### config.mk
export PLATFORM = sky130hd
export DESIGN_NAME = display_digit_scanner
export DESIGN_NICKNAME = d
export VERILOG_FILES = /design/src/rtl/display_digit_scanner.sv
export SDC_FILE = /design/constraint.sdc
export NUM_CORES = 1
export LEC_CHECK = 0
export CORE_ASPECT_RATIO = 0.6
export CORE_MARGIN = 10
export CORE_UTILIZATION = 45
export CTS_BUF_LIST = sky130_fd_sc_hd__clkbuf_16
export CTS_CLUSTER_SIZE = 10
export DETAILED_ROUTE_END_ITERATION = 10
export SYNTH_ARGS = -nofsm -noshare
export SYNTH_HDL_FRONTEND = slang
export SYNTH_SLANG_ARGS = --single-unit
### constraint.sdc
create_clock -name clk -period 4.75 [get_ports clk]
set_input_delay 0.95 -clock clk [delete_from_list [all_inputs] [get_ports clk]]
set_output_delay 0.95 -clock clk [all_outputs]
set_load 0.03 [all_outputs]
### src/rtl/display_digit_scanner.sv
// display_digit_scanner: signed value -> BCD (shift-add-3) -> multiplexed digit codes + one-cold anodes.
// Latency: the display buffer updates DATA_W+1 cycles after the load edge. An error load updates it at the load edge.
// Backpressure: load is dropped while busy is high, including the COMMIT cycle. There is no queueing.
// Optional feature: define BLANK_LEADING_ZEROS_EN to blank leading zeros and float '-' next to the top digit.
`timescale 1ns/1ps

module display_digit_scanner #(
  parameter int DATA_W      = 8,
  parameter int NUM_DIGITS  = 4,
  parameter int REFRESH_DIV = 100000
) (
  input  logic                  clk,
  input  logic                  reset,
  input  logic [DATA_W-1:0]     value,
  input  logic                  load,
  input  logic                  error,
  output logic                  busy,
  output logic [3:0]            digit_code,
  output logic [NUM_DIGITS-1:0] anode
);

  localparam int BCD_W = 4 * NUM_DIGITS;
  localparam int CNT_W = (DATA_W > 1) ? $clog2(DATA_W) : 1;
  localparam int PRE_W = (REFRESH_DIV > 1) ? $clog2(REFRESH_DIV) : 1;
  localparam int IDX_W = (NUM_DIGITS > 1) ? $clog2(NUM_DIGITS) : 1;

  localparam logic [3:0] CODE_BLANK = 4'hA;
  localparam logic [3:0] CODE_E     = 4'hC;
  localparam logic [3:0] CODE_MINUS = 4'hF;

  typedef enum logic [1:0] {
    S_IDLE    = 2'd0,
    S_CONVERT = 2'd1,
    S_COMMIT  = 2'd2
  } state_t;

  state_t                  state_q, state_d;
  logic                    busy_q, busy_d;
  logic                    sign_q, sign_d;
  logic [DATA_W:0]         mag_q, mag_d;
  logic [BCD_W-1:0]        bcd_q, bcd_d;
  logic [CNT_W-1:0]        cnt_q, cnt_d;
  logic [BCD_W-1:0]        buf_q, buf_d;
  logic [PRE_W-1:0]        pre_q, pre_d;
  logic [IDX_W-1:0]        idx_q, idx_d;
  logic [NUM_DIGITS-1:0]   anode_q, anode_d;
  logic [3:0]              code_q, code_d;

  logic [DATA_W:0]         abs_val;
  logic [BCD_W-1:0]        bcd_adj;
  logic [BCD_W-1:0]        fmt_buf;
  logic [BCD_W-1:0]        err_buf;

  // Magnitude is one bit wider than the input so that the most negative value negates exactly.
  always_comb begin
    abs_val = {1'b0, value};
    if (value[DATA_W-1]) begin
      abs_val = {1'b0, ~value} + {{DATA_W{1'b0}}, 1'b1};
    end
  end

  // Double-dabble correction: every nibble of 5 or more gets +3 before the next shift.
  always_comb begin
    bcd_adj = bcd_q;
    for (int i = 0; i < NUM_DIGITS; i++) begin
      if (bcd_q[4*i +: 4] >= 4'd5) begin
        bcd_adj[4*i +: 4] = bcd_q[4*i +: 4] + 4'd3;
      end
    end
  end

  // Error pattern: 'E' in the rightmost digit and blanks everywhere else.
  always_comb begin
    err_buf = {NUM_DIGITS{CODE_BLANK}};
    err_buf[3:0] = CODE_E;
  end

`ifdef BLANK_LEADING_ZEROS_EN
  // Blank everything above the most significant nonzero digit. The sign takes the first blank slot.
  always_comb begin
    int msd;
    msd = 0;
    fmt_buf = bcd_q;
    for (int i = 0; i < NUM_DIGITS; i++) begin
      if (bcd_q[4*i +: 4] != 4'd0) begin
        msd = i;
      end
    end
    for (int i = 0; i < NUM_DIGITS; i++) begin
      if (sign_q && (i == msd + 1)) begin
        fmt_buf[4*i +: 4] = CODE_MINUS;
      end else if (i > msd) begin
        fmt_buf[4*i +: 4] = CODE_BLANK;
      end
    end
  end
`else
  // Zero-padded magnitude. A negative value replaces the leftmost digit with '-'.
  always_comb begin
    fmt_buf = bcd_q;
    if (sign_q) begin
      fmt_buf[4*(NUM_DIGITS-1) +: 4] = CODE_MINUS;
    end
  end
`endif

  // Conversion FSM next-state and datapath (IDLE -> CONVERT x DATA_W -> COMMIT -> IDLE).
  always_comb begin
    state_d = state_q;
    sign_d  = sign_q;
    mag_d   = mag_q;
    bcd_d   = bcd_q;
    cnt_d   = cnt_q;
    buf_d   = buf_q;
    unique case (state_q)
      S_IDLE: begin
        if (load) begin
          if (error) begin
            buf_d = err_buf;
          end else begin
            sign_d  = value[DATA_W-1];
            mag_d   = abs_val;
            bcd_d   = '0;
            cnt_d   = '0;
            state_d = S_CONVERT;
          end
        end
      end
      S_CONVERT: begin
        bcd_d = BCD_W'({bcd_adj, mag_q[DATA_W-1]});
        mag_d = mag_q << 1;
        cnt_d = cnt_q + CNT_W'(1);
        if (cnt_q == CNT_W'(DATA_W - 1)) begin
          state_d = S_COMMIT;
        end
      end
      S_COMMIT: begin
        buf_d   = fmt_buf;
        state_d = S_IDLE;
      end
      default: begin
        state_d = S_IDLE;
      end
    endcase
    busy_d = (state_d != S_IDLE);
  end

  // Free-running digit scan. Outputs are registered from the current index and buffer.
  always_comb begin
    pre_d = pre_q + PRE_W'(1);
    idx_d = idx_q;
    if (pre_q == PRE_W'(REFRESH_DIV - 1)) begin
      pre_d = '0;
      idx_d = (idx_q == IDX_W'(NUM_DIGITS - 1)) ? '0 : idx_q + IDX_W'(1);
    end
    anode_d = ~(NUM_DIGITS'(1) << idx_q);
    code_d  = buf_q[{idx_q, 2'b00} +: 4];
  end

  // State registers. A synchronous reset aborts any conversion and blanks the display.
  always_ff @(posedge clk) begin
    if (reset) begin
      state_q <= S_IDLE;
      busy_q  <= 1'b0;
      sign_q  <= 1'b0;
      mag_q   <= '0;
      bcd_q   <= '0;
      cnt_q   <= '0;
      buf_q   <= {NUM_DIGITS{CODE_BLANK}};
      pre_q   <= '0;
      idx_q   <= '0;
      anode_q <= '1;
      code_q  <= CODE_BLANK;
    end else begin
      state_q <= state_d;
      busy_q  <= busy_d;
      sign_q  <= sign_d;
      mag_q   <= mag_d;
      bcd_q   <= bcd_d;
      cnt_q   <= cnt_d;
      buf_q   <= buf_d;
      pre_q   <= pre_d;
      idx_q   <= idx_d;
      anode_q <= anode_d;
      code_q  <= code_d;
    end
  end

  assign busy       = busy_q;
  assign anode      = anode_q;
  assign digit_code = code_q;

endmodule

# After elaboration in Yosys (flattened, before gate mapping)
# Cells that the tools add are included.
# word_totals
input_bits	12
ff_bits	74
wordCells	67
out_inout_bits	9
# classes
reduce_logical	8
shift	2
add_sub_neg	8
n_bitwise	3
mux	23
n_eq_ne	8
magnitude_cmp	4
# ops
op	count
two-way mux 16 bit	4
case mux 16 bit (2 select lines)	2
two-way mux 8 bit	3
adder 17 x 1 -> 17 bit (second input constant)	1
== test 17 bit (second input constant)	1
>= comparator 4 x 3 -> 1 bit (second input constant)	4
two-way mux 4 bit	4
case mux 8 bit (2 select lines)	1
indexed part select 16 x 5 -> 4 bit	1
adder 4 x 2 -> 4 bit (second input constant)	3
two-way mux 3 bit	3
AND reduction 3 bit	3
adder 8 x 1 -> 8 bit (second input constant)	1
two-way mux 2 bit	4
inverter 8 bit	1
!= test 2 bit (second input constant)	3
case mux 3 bit (2 select lines)	1
nonzero test 2 bit	3
== test 2 bit (second input constant)	2
inverter 4 bit	1
case mux 2 bit (2 select lines)	1
<< shifter 1 x 2 -> 4 bit (first input constant)	1
adder 3 x 1 -> 3 bit (second input constant)	1
adder 3 x 2 -> 3 bit (second input constant)	1
other kinds (6)	6

# Depth between registers and ports, before layout
# logic_depth
word_depth	6
ltp_mapped	7
mapped_depth_nobuf	6

# Worst setup path before layout
# No wires, ideal clock.
# synth_path
path_kind	input to register
start	in error
end	reg bcd_q[10]
path_stages	4
setup_slack_ps	2734
t_arrival_ps	1900
setup_ps	117
path_cell_list	nand2b_1 -> a21oi_1 -> nor2_1 -> a22o_1
# synth_between
elab_chain_len	2
# synth_rtl
item	line_no	source
start: declaration	16	input logic error,
!= test 2 bit (no line)	--	
AND reduction 3 bit (no line)	--	
end signal: assignment	167	bcd_q <= '0;
end signal: assignment	179	bcd_q <= bcd_d;
end: declaration	41	logic [BCD_W-1:0] bcd_q, bcd_d;
# No other way between the ends.
# A chain may end at the register's enable or synchronous reset.

# Worst setup path after layout
# layout_path
start	in error
end	reg bcd_q[13]
# The elaborated chain is that of the path after synthesis.

==> flow_summary.ini <==
[run_status]
status = finished clean

[clocking]
post_cts_resized = 0
insertion_delay_ns = 0.34
cts_setup_buffers = 0
cts-htree-levels = 3
clock_sinks = 74
clock-root-buffer = clkbuf_16
cts-buffers-inserted = 9
cts.hold.buffers_added = 0
clk_pin_slew_ns = 0.06
cts_max_path_buffers = 2
cts_tree = done

[logic_synthesis]
seq_area_frac_synth_pct = 44.2
syn_nets = 387
synth.avg_cell_area_um2 = 9.34
synth_area_um2 = 3350
synth_edf_count = 0
ys_ff_latch = 74
yosysTopAreaCellShare_pct = 44.2
syn_inst = 359
ys_types = 46
synthTopCellsByArea = dfxtp_1, ha_1, nor2_1, xnor2_1, nand2b_1
synth_top_area_cell = dfxtp_1
ys_warn_count = 0
ys.flop_type = dfxtp_1
async_reset_ff_share_pct = 0

[sta]
final_max_slew_viol_count = 0
fin_setup_tns_ns = 0
setup_viol = 0
rsz0062_at_grt = false
setup_ws_ns = 2.28
fin_worst_skew_ns = 0.00820
fmax_mhz = 405
period_minus_slack_ns = 2.47
fin_hold_ws_ns = 0.450
timing.final.hold_violations = 0
slew_headroom_pct = 27.3
tightestPinTransition_ns = 1.09
finalCritPeriodShare_pct = 52.0

[die]
row_count = 24
dieArea_um2 = 11400
start_util_pct = 46.1
io_pins = 21
die_w_um = 131
fp.dieH_um = 86.9
core_area_um2 = 7270

[min_path]
holdPathStages = 2
whs_endpoint = buf_q[12]
hold_path_class = reg2reg
hp-start = buf_q[12]

[place]
port_buffers = 20
hpwl_mm = 5.29
finalWeightedCongestion = 0.823
post-place-ws_ns = 1.88
place_inst = 468

[power_and_ir_drop]
peakVddDrop_uv = 172
powerDensity_nw_per_um2 = 342
leakagePower_nw = 1.42

[global_routing]
grt_pass1_wl_mm = 12.7
antenna_found_initial = 0
grt_usage_pct = 13.8
overflow = 0
grt_max_degree = 55
grt_pass1_vias = 2465

[finish]
regArea_um2 = 1480
layout.cells.non_filler = 484
multiInputGateArea_um2 = 1750
syn2layout_area_growth_pct = 16.0
nFillCells = 691
nets = 403
drive_gt1_share_pct = 6.84
final_util_pct = 53.5
antenna_cells = 0

[critical_path]
crit_path_end_kind = flop
crit_arrival_ns = 2.70
r2r-end = pre_q[12]
path_max_fanout = 9
path_class = in2reg
crit_path_start_kind = primary input
required_ns = 4.98
worstReg2RegStart = pre_q[0]
r2r_cells = 5
r2r_slack_ns = 2.77

[drt]
vias = 2580
wl_per_cell_um = 15.3
drtPass1Iterations = 4
drc = 0
finalWirelength_mm = 7.42
postRouteAntennaNets = 0
via_per_inst = 5.33
drtIter0Drc = 196

[job]
cap_violations = 0
layer usage:
layer	GRT usage [%]	wire length [um]	up-vias
li1	-	-	1317
met1	20.2	4060	1201
met3	5.99	432	7
met2	17.3	2840	55
met5	0	0	-
met4	4.12	78	0
layout by cell type, fill, tap and decap left out, types with 2 or more instances in the layout:
cell and count:
nor4_1 4, nor3_1 8, xnor2_1 14, clkinv_1 2, a21oi_1 16, inv_1 16, nand2_1 10, mux2i_1 7
and3_1 2, nor2_1 48, a22oi_1 12, nand2b_1 19, nand4_1 10, o22ai_1 6, o32ai_1 2, a211oi_1 2
a22o_1 9, mux4_2 4, xor2_1 10, or2_2 4, clkbuf_16 9, o32a_1 3, or3_1 3, nor2b_1 7
o21ai_0 10, clkinv_2 2, ha_1 16, a21boi_0 2, dfxtp_1 74, nand3_1 8, clkdlybuf4s50_1 20, nor4bb_1 2
worst max path at each step:
stage	cells past startpoint	slack [ns]	start	endpoint
4_1_cts	5	2.25	error	bcd_q[13]
5_1_grt	5	2.10	error	bcd_q[13]
3_5_place_dp	5	1.88	error	bcd_q[13]
2_1_floorplan	4	2.73	error	bcd_q[10]
3_3_place_gp	5	1.99	error	bcd_q[6]
6_report	5	2.28	error	bcd_q[13]
power by group:
group | total (mW) | internal, mW | leakage, nW | switching, mW
Sequential | 0.641 | 0.633 | 0.600 | 0.00826
Combinational | 0.0847 | 0.0339 | 0.690 | 0.0508
Clock | 0.603 | 0.346 | 0.131 | 0.257
cell families after synthesis:
| group | after synthesis | share of synthesized area (%) |
|---|---|---|
| adders and majority gates | 16 | 5.97 |
| AOI/OAI and AO/OA | 70 | 14.4 |
| DFF | 74 | 44.2 |
| muxes | 11 | 4.78 |
| xor gates and xnor gates | 24 | 6.27 |
| and+or+nand+nor | 133 | 20.7 |
| buffers and inverters | 31 | 3.62 |
per-stage QoR:
step           power, mW  area (um^2)
5_1_grt             1.38         3890
4_1_cts             1.34         3890
2_1_floorplan      0.709         3350
3_5_place_dp       0.740         3630
3_3_place_gp       0.738         3630
6_report            1.33         3890
state kept, by name, summed over array words and instances, names as in the netlist:
| register | cells |
|---|---|
| state_q | 2 |
| cnt_q | 3 |
| busy | 1 |
| anode | 4 |
| pre_q | 17 |
| digit_code | 4 |
| bcd_q | 16 |
| idx_q | 2 |
| mag_q | 8 |
| sign_q | 1 |
| buf_q | 16 |
Yosys cell counts, types with 3 or more instances:
cell	n
xor2_1	10
nand4_1	10
clkbuf_1	12
ha_1	16
nand3_1	8
buf_2	4
nand2b_1	19
a21oi_1	16
nor4_1	4
nor2_1	48
mux2i_1	7
mux4_2	4
o22ai_1	6
or2_2	4
nand2_1	10
or3_1	3
a22o_1	9
inv_1	15
a22oi_1	12
dfxtp_1	74
xnor2_1	14
o32a_1	3
nor2b_1	7
nor3_1	8
o21ai_0	10
critical path, cell delays in order:
cell and delay, ns:
clkdlybuf4s50_1 0.41, nand2b_1 0.19, a21oi_1 0.53, nor2_1 0.31
a22o_1 0.30
layout make-up:
class,instances,share of cell area [%]
Multi-Input combinational cell,254,45.0
Sequential cell,74,38.1
Clock buffer,9,5.79
Timing Repair Buffer,21,5.34
Tap cell,104,3.35
Inverter,15,1.45
Clock inverter,7,0.965
(Power assumes the default switching activity.)
